## src/rtl/regfile_wport_arb_pkg.sv

```systemverilog
// Shared types for the register-file write-port arbiter: register address,
// data word and the queued write request.
package regfile_arb_pkg;

  typedef logic [4:0]  reg_addr_t;
  typedef logic [31:0] xlen_t;

  typedef struct packed {
    reg_addr_t rd;
    xlen_t     data;
  } wr_req_t;

  localparam reg_addr_t REG_X0 = 5'd0;

  // Writes to x0 are architecturally discarded, so they never count as real traffic.
  function automatic logic is_live(input reg_addr_t addr);
    return addr != REG_X0;
  endfunction

endpackage

```

## src/rtl/regfile_wport_arb_fifo.sv

```systemverilog
// Synchronous FIFO of pending MDU write requests; full/empty are registered
// so the accept decision never depends on the same-cycle pop.
module wport_fifo
  import regfile_arb_pkg::*;
#(
  parameter  int DEPTH = 2,
  localparam int CW    = $clog2(DEPTH + 1),
  localparam int PW    = (DEPTH > 1) ? $clog2(DEPTH) : 1
) (
  input  logic          i_clk,
  input  logic          i_reset,
  input  logic          i_push,
  input  wr_req_t       i_din,
  input  logic          i_pop,
  output wr_req_t       o_head,
  output logic [CW-1:0] o_count,
  output logic          o_full,
  output logic          o_empty
);

  wr_req_t       mem_q [DEPTH];
  wr_req_t       mem_d [DEPTH];
  logic [PW-1:0] wr_ptr_q, wr_ptr_d;
  logic [PW-1:0] rd_ptr_q, rd_ptr_d;
  logic [CW-1:0] count_q, count_d;
  logic          full_q, full_d;
  logic          empty_q, empty_d;
  logic          push, pop;

  assign push = i_push & ~full_q;
  assign pop  = i_pop & ~empty_q;

  always_comb begin
    mem_d    = mem_q;
    wr_ptr_d = wr_ptr_q;
    rd_ptr_d = rd_ptr_q;
    count_d  = count_q;
    if (push) begin
      mem_d[wr_ptr_q] = i_din;
      wr_ptr_d        = wr_ptr_q + 1'b1;
    end
    if (pop) begin
      rd_ptr_d = rd_ptr_q + 1'b1;
    end
    case ({push, pop})
      2'b10:   count_d = count_q + 1'b1;
      2'b01:   count_d = count_q - 1'b1;
      default: count_d = count_q;
    endcase
    full_d  = (count_d == CW'(DEPTH));
    empty_d = (count_d == '0);
  end

  always_ff @(posedge i_clk or negedge i_reset) begin
    if (!i_reset) begin
      mem_q    <= '{default: '0};
      wr_ptr_q <= '0;
      rd_ptr_q <= '0;
      count_q  <= '0;
      full_q   <= 1'b0;
      empty_q  <= 1'b1;
    end else begin
      mem_q    <= mem_d;
      wr_ptr_q <= wr_ptr_d;
      rd_ptr_q <= rd_ptr_d;
      count_q  <= count_d;
      full_q   <= full_d;
      empty_q  <= empty_d;
    end
  end

  assign o_head  = mem_q[rd_ptr_q];
  assign o_count = count_q;
  assign o_full  = full_q;
  assign o_empty = empty_q;

endmodule

```

## src/rtl/regfile_wport_arb.sv

```systemverilog
// Shares the single register-file write port between WB and buffered MDU
// results, tracks outstanding MDU destinations and requests a pipeline hold on starvation.
module regfile_wport_arb
  import regfile_arb_pkg::*;
#(
  parameter int FIFO_DEPTH   = 2,
  parameter int STARVE_LIMIT = 4
) (
  input  logic      i_clk,
  input  logic      i_reset,
  input  logic      i_wb_wren,
  input  reg_addr_t i_wb_rd,
  input  xlen_t     i_wb_data,
  input  logic      i_mdu_valid,
  output logic      o_mdu_ready,
  input  reg_addr_t i_mdu_rd,
  input  xlen_t     i_mdu_data,
  input  logic      i_iss_valid,
  input  reg_addr_t i_iss_rd,
  input  reg_addr_t i_rs1_addr,
  input  reg_addr_t i_rs2_addr,
  output logic      o_rs1_busy,
  output logic      o_rs2_busy,
  output logic      o_rd_wren,
  output reg_addr_t o_rd_addr,
  output xlen_t     o_rd_data,
  output logic      o_wb_hold
);

  localparam int CW = $clog2(FIFO_DEPTH + 1);
  localparam int SW = $clog2(STARVE_LIMIT + 1);

  logic [SW-1:0] starve_q, starve_d;
  logic          hold_q, hold_d;
  logic [31:0]   pending_q, pending_d;

  logic          wb_active;
  logic          fifo_push, fifo_pop;
  wr_req_t       fifo_din, fifo_head;
  logic [CW-1:0] fifo_count;
  logic          fifo_full, fifo_empty;

  assign wb_active   = i_wb_wren & is_live(i_wb_rd);
  assign o_mdu_ready = (fifo_count < CW'(FIFO_DEPTH));
  // Results for x0 are acknowledged but never occupy a slot.
  assign fifo_push   = i_mdu_valid & o_mdu_ready & is_live(i_mdu_rd);
  assign fifo_pop    = ~fifo_empty & (~wb_active | hold_q);
  assign fifo_din    = '{rd: i_mdu_rd, data: i_mdu_data};

  wport_fifo #(.DEPTH(FIFO_DEPTH)) u_fifo (
    .i_clk   (i_clk),
    .i_reset (i_reset),
    .i_push  (fifo_push),
    .i_din   (fifo_din),
    .i_pop   (fifo_pop),
    .o_head  (fifo_head),
    .o_count (fifo_count),
    .o_full  (fifo_full),
    .o_empty (fifo_empty)
  );

  always_comb begin
    o_rd_wren = 1'b0;
    o_rd_addr = REG_X0;
    o_rd_data = '0;
    if (wb_active && !hold_q) begin
      o_rd_wren = 1'b1;
      o_rd_addr = i_wb_rd;
      o_rd_data = i_wb_data;
    end else if (fifo_pop) begin
      o_rd_wren = 1'b1;
      o_rd_addr = fifo_head.rd;
      o_rd_data = fifo_head.data;
    end
  end

  always_comb begin
    starve_d = starve_q;
    if (fifo_pop || fifo_empty) begin
      starve_d = '0;
    end else if (wb_active && !hold_q && starve_q != SW'(STARVE_LIMIT)) begin
      starve_d = starve_q + 1'b1;
    end
    // Hold goes up on the same edge the blocked run reaches the limit.
    hold_d = !fifo_pop && (hold_q || starve_d == SW'(STARVE_LIMIT));
  end

  always_comb begin
    pending_d = pending_q;
    if (fifo_pop) begin
      pending_d[fifo_head.rd] = 1'b0;
    end
    if (i_iss_valid && is_live(i_iss_rd)) begin
      pending_d[i_iss_rd] = 1'b1;
    end
  end

  // The drain term mirrors the register file's write-to-read bypass.
  assign o_rs1_busy = pending_q[i_rs1_addr] & is_live(i_rs1_addr) &
                      ~(fifo_pop && fifo_head.rd == i_rs1_addr);
  assign o_rs2_busy = pending_q[i_rs2_addr] & is_live(i_rs2_addr) &
                      ~(fifo_pop && fifo_head.rd == i_rs2_addr);
  assign o_wb_hold  = hold_q;

  always_ff @(posedge i_clk or negedge i_reset) begin
    if (!i_reset) begin
      starve_q  <= '0;
      hold_q    <= 1'b0;
      pending_q <= '0;
    end else begin
      starve_q  <= starve_d;
      hold_q    <= hold_d;
      pending_q <= pending_d;
    end
  end

  a_no_wb_during_hold : assert property (@(posedge i_clk) disable iff (!i_reset)
    !(hold_q && wb_active));

  a_no_reissue_pending : assert property (@(posedge i_clk) disable iff (!i_reset)
    !(i_iss_valid && is_live(i_iss_rd) && pending_q[i_iss_rd] &&
      !(fifo_pop && fifo_head.rd == i_iss_rd)));

endmodule

```

## config.mk

```make
export PLATFORM = sky130hd
export DESIGN_NAME = regfile_wport_arb
export DESIGN_NICKNAME = d
export VERILOG_FILES = /design/src/rtl/regfile_wport_arb_pkg.sv /design/src/rtl/regfile_wport_arb_fifo.sv /design/src/rtl/regfile_wport_arb.sv
export SDC_FILE = /design/constraint.sdc
export NUM_CORES = 1
export LEC_CHECK = 0
export BUFFER_PORTS_ARGS = -buffer_cell sky130_fd_sc_hd__buf_2
export CELL_PAD_IN_SITES_DETAIL_PLACEMENT = 0
export CELL_PAD_IN_SITES_GLOBAL_PLACEMENT = 1
export CORE_ASPECT_RATIO = 1.4
export CORE_MARGIN = 8
export CORE_UTILIZATION = 29
export CTS_CLUSTER_SIZE = 14
export DETAILED_ROUTE_END_ITERATION = 10
export GPL_TIMING_DRIVEN = 0
export PLACE_DENSITY_LB_ADDON = 0.1
export SYNTH_ARGS = -nofsm -noshare
export SYNTH_HDL_FRONTEND = slang
export SYNTH_SLANG_ARGS = --single-unit
```

## constraint.sdc

```tcl
create_clock -name i_clk -period 3 [get_ports i_clk]
set_input_delay 0.3 -clock i_clk [delete_from_list [all_inputs] [get_ports i_clk]]
set_output_delay 0.3 -clock i_clk [all_outputs]
set_load 0.05 [all_outputs]
```

-- Yosys cells after proc, flatten, opt, wreduce, memory -nomap -nowiden
Index checks and enable logic that the tools add are counted.
- $add $sub $neg: 5
- $mul: 0
- divide/modulo/power cells: 0
- magnitude comparators: 10
- eq/ne operators: 7
- shifts and indexed selects: 0
- multiplexer cells: 25
- bitwise operators: 21
- reductions and logical operators: 19
- operator list (kind ; number):
    37-bit two-way mux ; 4
    32-bit two-way mux ; 4
    74-bit bitwise mux ; 1
    37-bit demux with 1-bit select ; 1
    32-bit AND ; 1
    32-bit inverter ; 1
    32-bit OR ; 1
    5-bit nonzero test ; 5
    5-bit by 6-bit less-than comparator with 1-bit output, second input constant ; 4
    1-bit AND ; 10
    1-bit binary-select mux with 5-bit select ; 2
    1-bit demux with 5-bit select ; 2
    5-bit equality test ; 2
    5-bit by 1-bit >= comparator with 1-bit output, second input constant ; 2
    5-bit two-way mux ; 2
    1-bit logical AND ; 9
    1-bit two-way mux ; 6
    3-bit two-way mux ; 2
    1-bit inverter ; 5
    2-bit equality test, second input constant ; 2
    2-bit >= comparator, second input constant ; 2
    1-bit inverter with 2-bit output ; 2
    2-bit one-hot mux with 2 select lines ; 1
    3-bit by 1-bit adder with 3-bit output, second input constant ; 1
    12 further kinds ; 15
- bits in registers: 116
- latch bits: 0
- RAM bits: 0
- bits in read-only memories: 0
- input port bits: 94
- output and inout bits: 42
- word-level logic and storage cells: 99
- memories: 0

-- Logic depth before layout (Yosys ltp)
- word-level depth: 13
- depth in mapped cells: 9
- depth with buffers taken out: 8

-- Modules after synthesis
A second synthesis with hierarchy kept.
- cells, all modules: 585
- area total of the unflattened synthesis: 6681.4 µm²
- modules (own cells, without submodules) (module ; instances ; cells each ; area each (µm²) ; sequential area each (µm²)):
    wport_fifo ; 1 ; 220 ; 3639.7 ; 2003.2
    regfile_wport_arb ; 1 ; 365 ; 3041.7 ; 875.8

-- Worst setup path before layout
No wires, ideal clock.
- kind: input-to-output
- start point: in i_wb_rd[1]
- end point: out o_rd_addr[0]
- arrival time: 2.573 ns
- data required time: 2.700 ns
- setup slack: 0.127 ns
- stages on the path: 5
- buffers on the path: 2
- path through: or4_1 > o21a_1 > buf_6 > clkbuf_1 > o31ai_1
- cells in the longest elaborated chain, start to end: 7
- elaborated cells between the ends (all ways): 8
- classes of those cells: mux (2); bitwise (4); reduce/logical (2)
- ends and longest elaborated chain (item ; RTL line ; source):
    start: declaration ; regfile_wport_arb.sv:12 ; input reg_addr_t i_wb_rd,
    5-bit nonzero test * ; regfile_wport_arb_pkg.sv:17 ; return addr != REG_X0;
    1-bit AND * ; regfile_wport_arb.sv:43 ; assign wb_active = i_wb_wren & is_live(i_wb_rd);
    1-bit inverter ; regfile_wport_arb.sv:47 ; assign fifo_pop = ~fifo_empty & (~wb_active | hold_q);
    1-bit OR ; regfile_wport_arb.sv:47 ;
    1-bit AND ; regfile_wport_arb.sv:47 ;
    5-bit two-way mux ; regfile_wport_arb.sv:70 ; end else if (fifo_pop) begin
    5-bit two-way mux * ; regfile_wport_arb.sv:66 ; if (wb_active && !hold_q) begin
    end: declaration ; regfile_wport_arb.sv:25 ; output reg_addr_t o_rd_addr,
Mark *: on every way between the ends. The rest lies on a longest branch, timed or not.

-- Worst setup path after layout
- start point: reg hold_q (netlist: o_wb_hold)
- end point: out o_rd_data[1]
- cells in the longest elaborated chain, start to end: 4
- elaborated cells between the ends (all ways): 6
- classes of those cells: mux (2); bitwise (2); reduce/logical (2)
- ends and longest elaborated chain (item ; RTL line ; source):
    start: declaration ; regfile_wport_arb.sv:34 ; logic hold_q, hold_d;
    start signal: assignment ; regfile_wport_arb.sv:112 ; hold_q <= hold_d;
    1-bit OR ; regfile_wport_arb.sv:47 ;
    1-bit AND ; regfile_wport_arb.sv:47 ;
    32-bit two-way mux ; regfile_wport_arb.sv:70 ;
    32-bit two-way mux * ; regfile_wport_arb.sv:66 ;
    end: declaration ; regfile_wport_arb.sv:26 ; output xlen_t o_rd_data,
Marks and branches as above.

==> results.toml <==
[placement]
portBuffers = 130
place_hpwl_um = 15700
gp_congestion = 0.794
pre_cts_ws_ps = 180

[clock_network]
clk_path_buf_depth = 2
clockRootBuffer = "clkbuf_16"
htree_levels = 4
clk_latency_ps = 410
cts_tree = "yes"
cts_setup_buffers = 0
numCtsBuffers = 17
cts.clk_slew.worst_paths_ps = 60
clock-sinks = 115

[final_layout]
fin_nets = 801
final_layout_size_suffix_gt1_share_pct = 38.1
antennaDiodeCount = 0
area_growth_pct = 26.3

[route]
post_drt_wl_per_cell_um = 20.6
first_pass_iters = 4
drc_errors = 0
drt_wl_total_um = 20200
postRouteAntennaNets = 0
num_vias = 5031
vias_per_cell = 5.15
drt_iter0_markers = 259

[die]
core_area_um2 = 21200
rows = 63
die_x_um = 140
die_height_um = 190
fp.dieArea_um2 = 26700
start_util_pct = 29.6
pin_count = 136

[worst_hold_path]
min_path_type = "in2reg"
worstHoldStart = "i_mdu_data[13]"

[setup_path]
worst_ep_required_time_ps = 2700
cp.buffers_inverters = 4
crit_type = "reg2out"
cp_common_cell = "buf_2"
r2r-start = "u_fifo.rd_ptr_q"
crit_start = "o_wb_hold"
cpMaxStageDelayCell = "dfrtp_1"
setup.worst_path.start_class = "register"
cpPeakStageDelay_ps = 420
worstSetupEndpointType = "output pin"
worstPathCellList = "nor2b_2 > o21a_1 > buf_6 > buf_2 > clkbuf_2 > nand2_1 > o31ai_1 > buf_2"
cp_top_family = "buffers and inverters"
critical_path_arrival_ps = 2520
path_max_fanout = 10

[synthesis]
synth_edf_count = 0
synth_common_cells = "dfrtp_1, mux2_2, mux2i_1"
synth_area_leader_cell = "dfrtp_1"
syn_area_um2 = 6270
ys_ff_latch = 115
seq_area_frac_synth_pct = 45.9
synth_warnings = 0
netlist.area_leader.share_pct = 45.5
synth.most_common_cell = "dfrtp_1"
avgSynthCellArea_um2 = 11.3
synth.area.top_cells = "dfrtp_1, mux2_2, mux2i_1"
async_flop_share_pct = 100
synthCells = 553
syn_nets = 650
yosysUniqueCellTypes = 51
ys.flop_type = "dfrtp_1"

[sta]
tightest_slew_ps = 893
slew_headroom_pct = 38.7
skew_ps = 8.59
finalCriticalPeriod_ps = 2820
finalCritPeriodShare_pct = 94.1
hold_viol = 0
rsz0062_at_grt = "no"
finalSetupTns_ps = 0
worst_hold_slack_ps = 118
maxSlewViolCount = 0
fin_ws_ps = 177
setup_violations = 0
fmax_mhz = 354

[power_and_ir_drop]
ir_worst_vdd_mv = 0.386
power.leakage_nw = 3.53
p_per_area_nw_per_um2 = 1120

[global_route]
antenna_found_initial = 1
grt_pass1_vias = 5592
grt_max_degree = 64
overflow = 0
grt_usage_pct = 15.3
grt_pass1_wl_um = 31300

[flow_run]
max_cap_viol_count = 0

[run_status]
outcome = "finished clean"
## per-stage QoR
step | total power, mW | std cells | utilization (%) | area (µm²)
after floorplan | 5.68 | 553 | - | 6270
after global placement | 6.74 | 943 | 34.2 | 7250
after detailed placement | 6.83 | 944 | 34.3 | 7280
after CTS | 8.95 | 977 | 37.3 | 7910
after global routing | 9.41 | 977 | 37.3 | 7920
final | 8.86 | 977 | 37.3 | 7920
## what timing repair did
| action | CTS | global route |
|---|---|---|
| endpoints found under the hold margin | 51 | 0 |
| pin swaps | 0 | 0 |
| hold buffers | 1 | 0 |
| resized for setup | 5 | 3 |
| endpoints found under the setup margin | 32 | 33 |
## per-layer routing
layer / track usage (%) / vias up / wire length, µm
li1: - / 2351 / -
met1: 15.4 / 2521 / 7640
met2: 29.7 / 126 / 11200
met3: 3.41 / 31 / 835
met4: 5.74 / 2 / 480
met5: 0 / - / 10
## layout by cell type (no fill, tap or decap), types with 17 or more instances in the layout
cell type / n
o31ai_1: 36
o21ai_1: 25
mux2_4: 18
nand2_1: 47
mux2_2: 51
buf_2: 138
mux2i_1: 50
clkbuf_16: 17
o21ai_0: 40
dfrtp_1: 114
## logic make-up after synthesis
| family | count (synthesis) | synth area share, % |
|---|---|---|
| xor+xnor | 16 | 2.23 |
| flops | 115 | 45.9 |
| compound gates | 123 | 12.3 |
| fa+ha+maj | 3 | 0.599 |
| buf+inv | 42 | 3.51 |
| mux | 134 | 25.4 |
| simple gates | 120 | 10.1 |
## worst register-to-register path, delay by kind of cell (launching register included)
kind,cells,cell delay [ps]
multiplexers,1,780
AND/OR/NAND/NOR,1,380
AO/OA/AOI/OAI,2,380
flip-flops,1,320
buffers and inverters,1,240
## layout make-up
type | count | area (µm²)
Clock buffer | 18 | 429
Clock inverter | 14 | 181
Fill cell | 2124 | 13300
Timing Repair Buffer | 132 | 694
Inverter | 7 | 26.3
Multi-Input combinational cell | 396 | 3180
Sequential cell | 115 | 2880
Tap cell | 260 | 325
Buffer | 35 | 200
## registers in the layout, summed over array words and instances, names as in the netlist, 2 cells and up
name and cells:
starve_q 3, u_fifo.o_count 2, u_fifo.mem_q 74, pending_q 31
## worst paths after layout
| path | endpoint | slack (ps) | cells after the start |
|---|---|---|---|
| worst max-delay path | o_rd_data[1] | 180 | 8 |
| worst min-delay path | u_fifo.mem_q[13] | 120 | 2 |
| worst max register to register | pending_q[10] | 770 | 5 |
| worst min register to register | u_fifo.mem_q[9] | 500 | 1 |
| max in group asynchronous | pending_q[13] | 1900 | 3 |
| min in group asynchronous | u_fifo.mem_q[15] | 410 | 2 |
## report_power, final
group | leakage (nW) | internal (mW) | switching [mW]
sequential | 1.38 | 2.33 | 0.494
combinational | 1.87 | 1.59 | 2.36
clock | 0.283 | 1.32 | 0.762
Power figures use the tool's default switching activity.
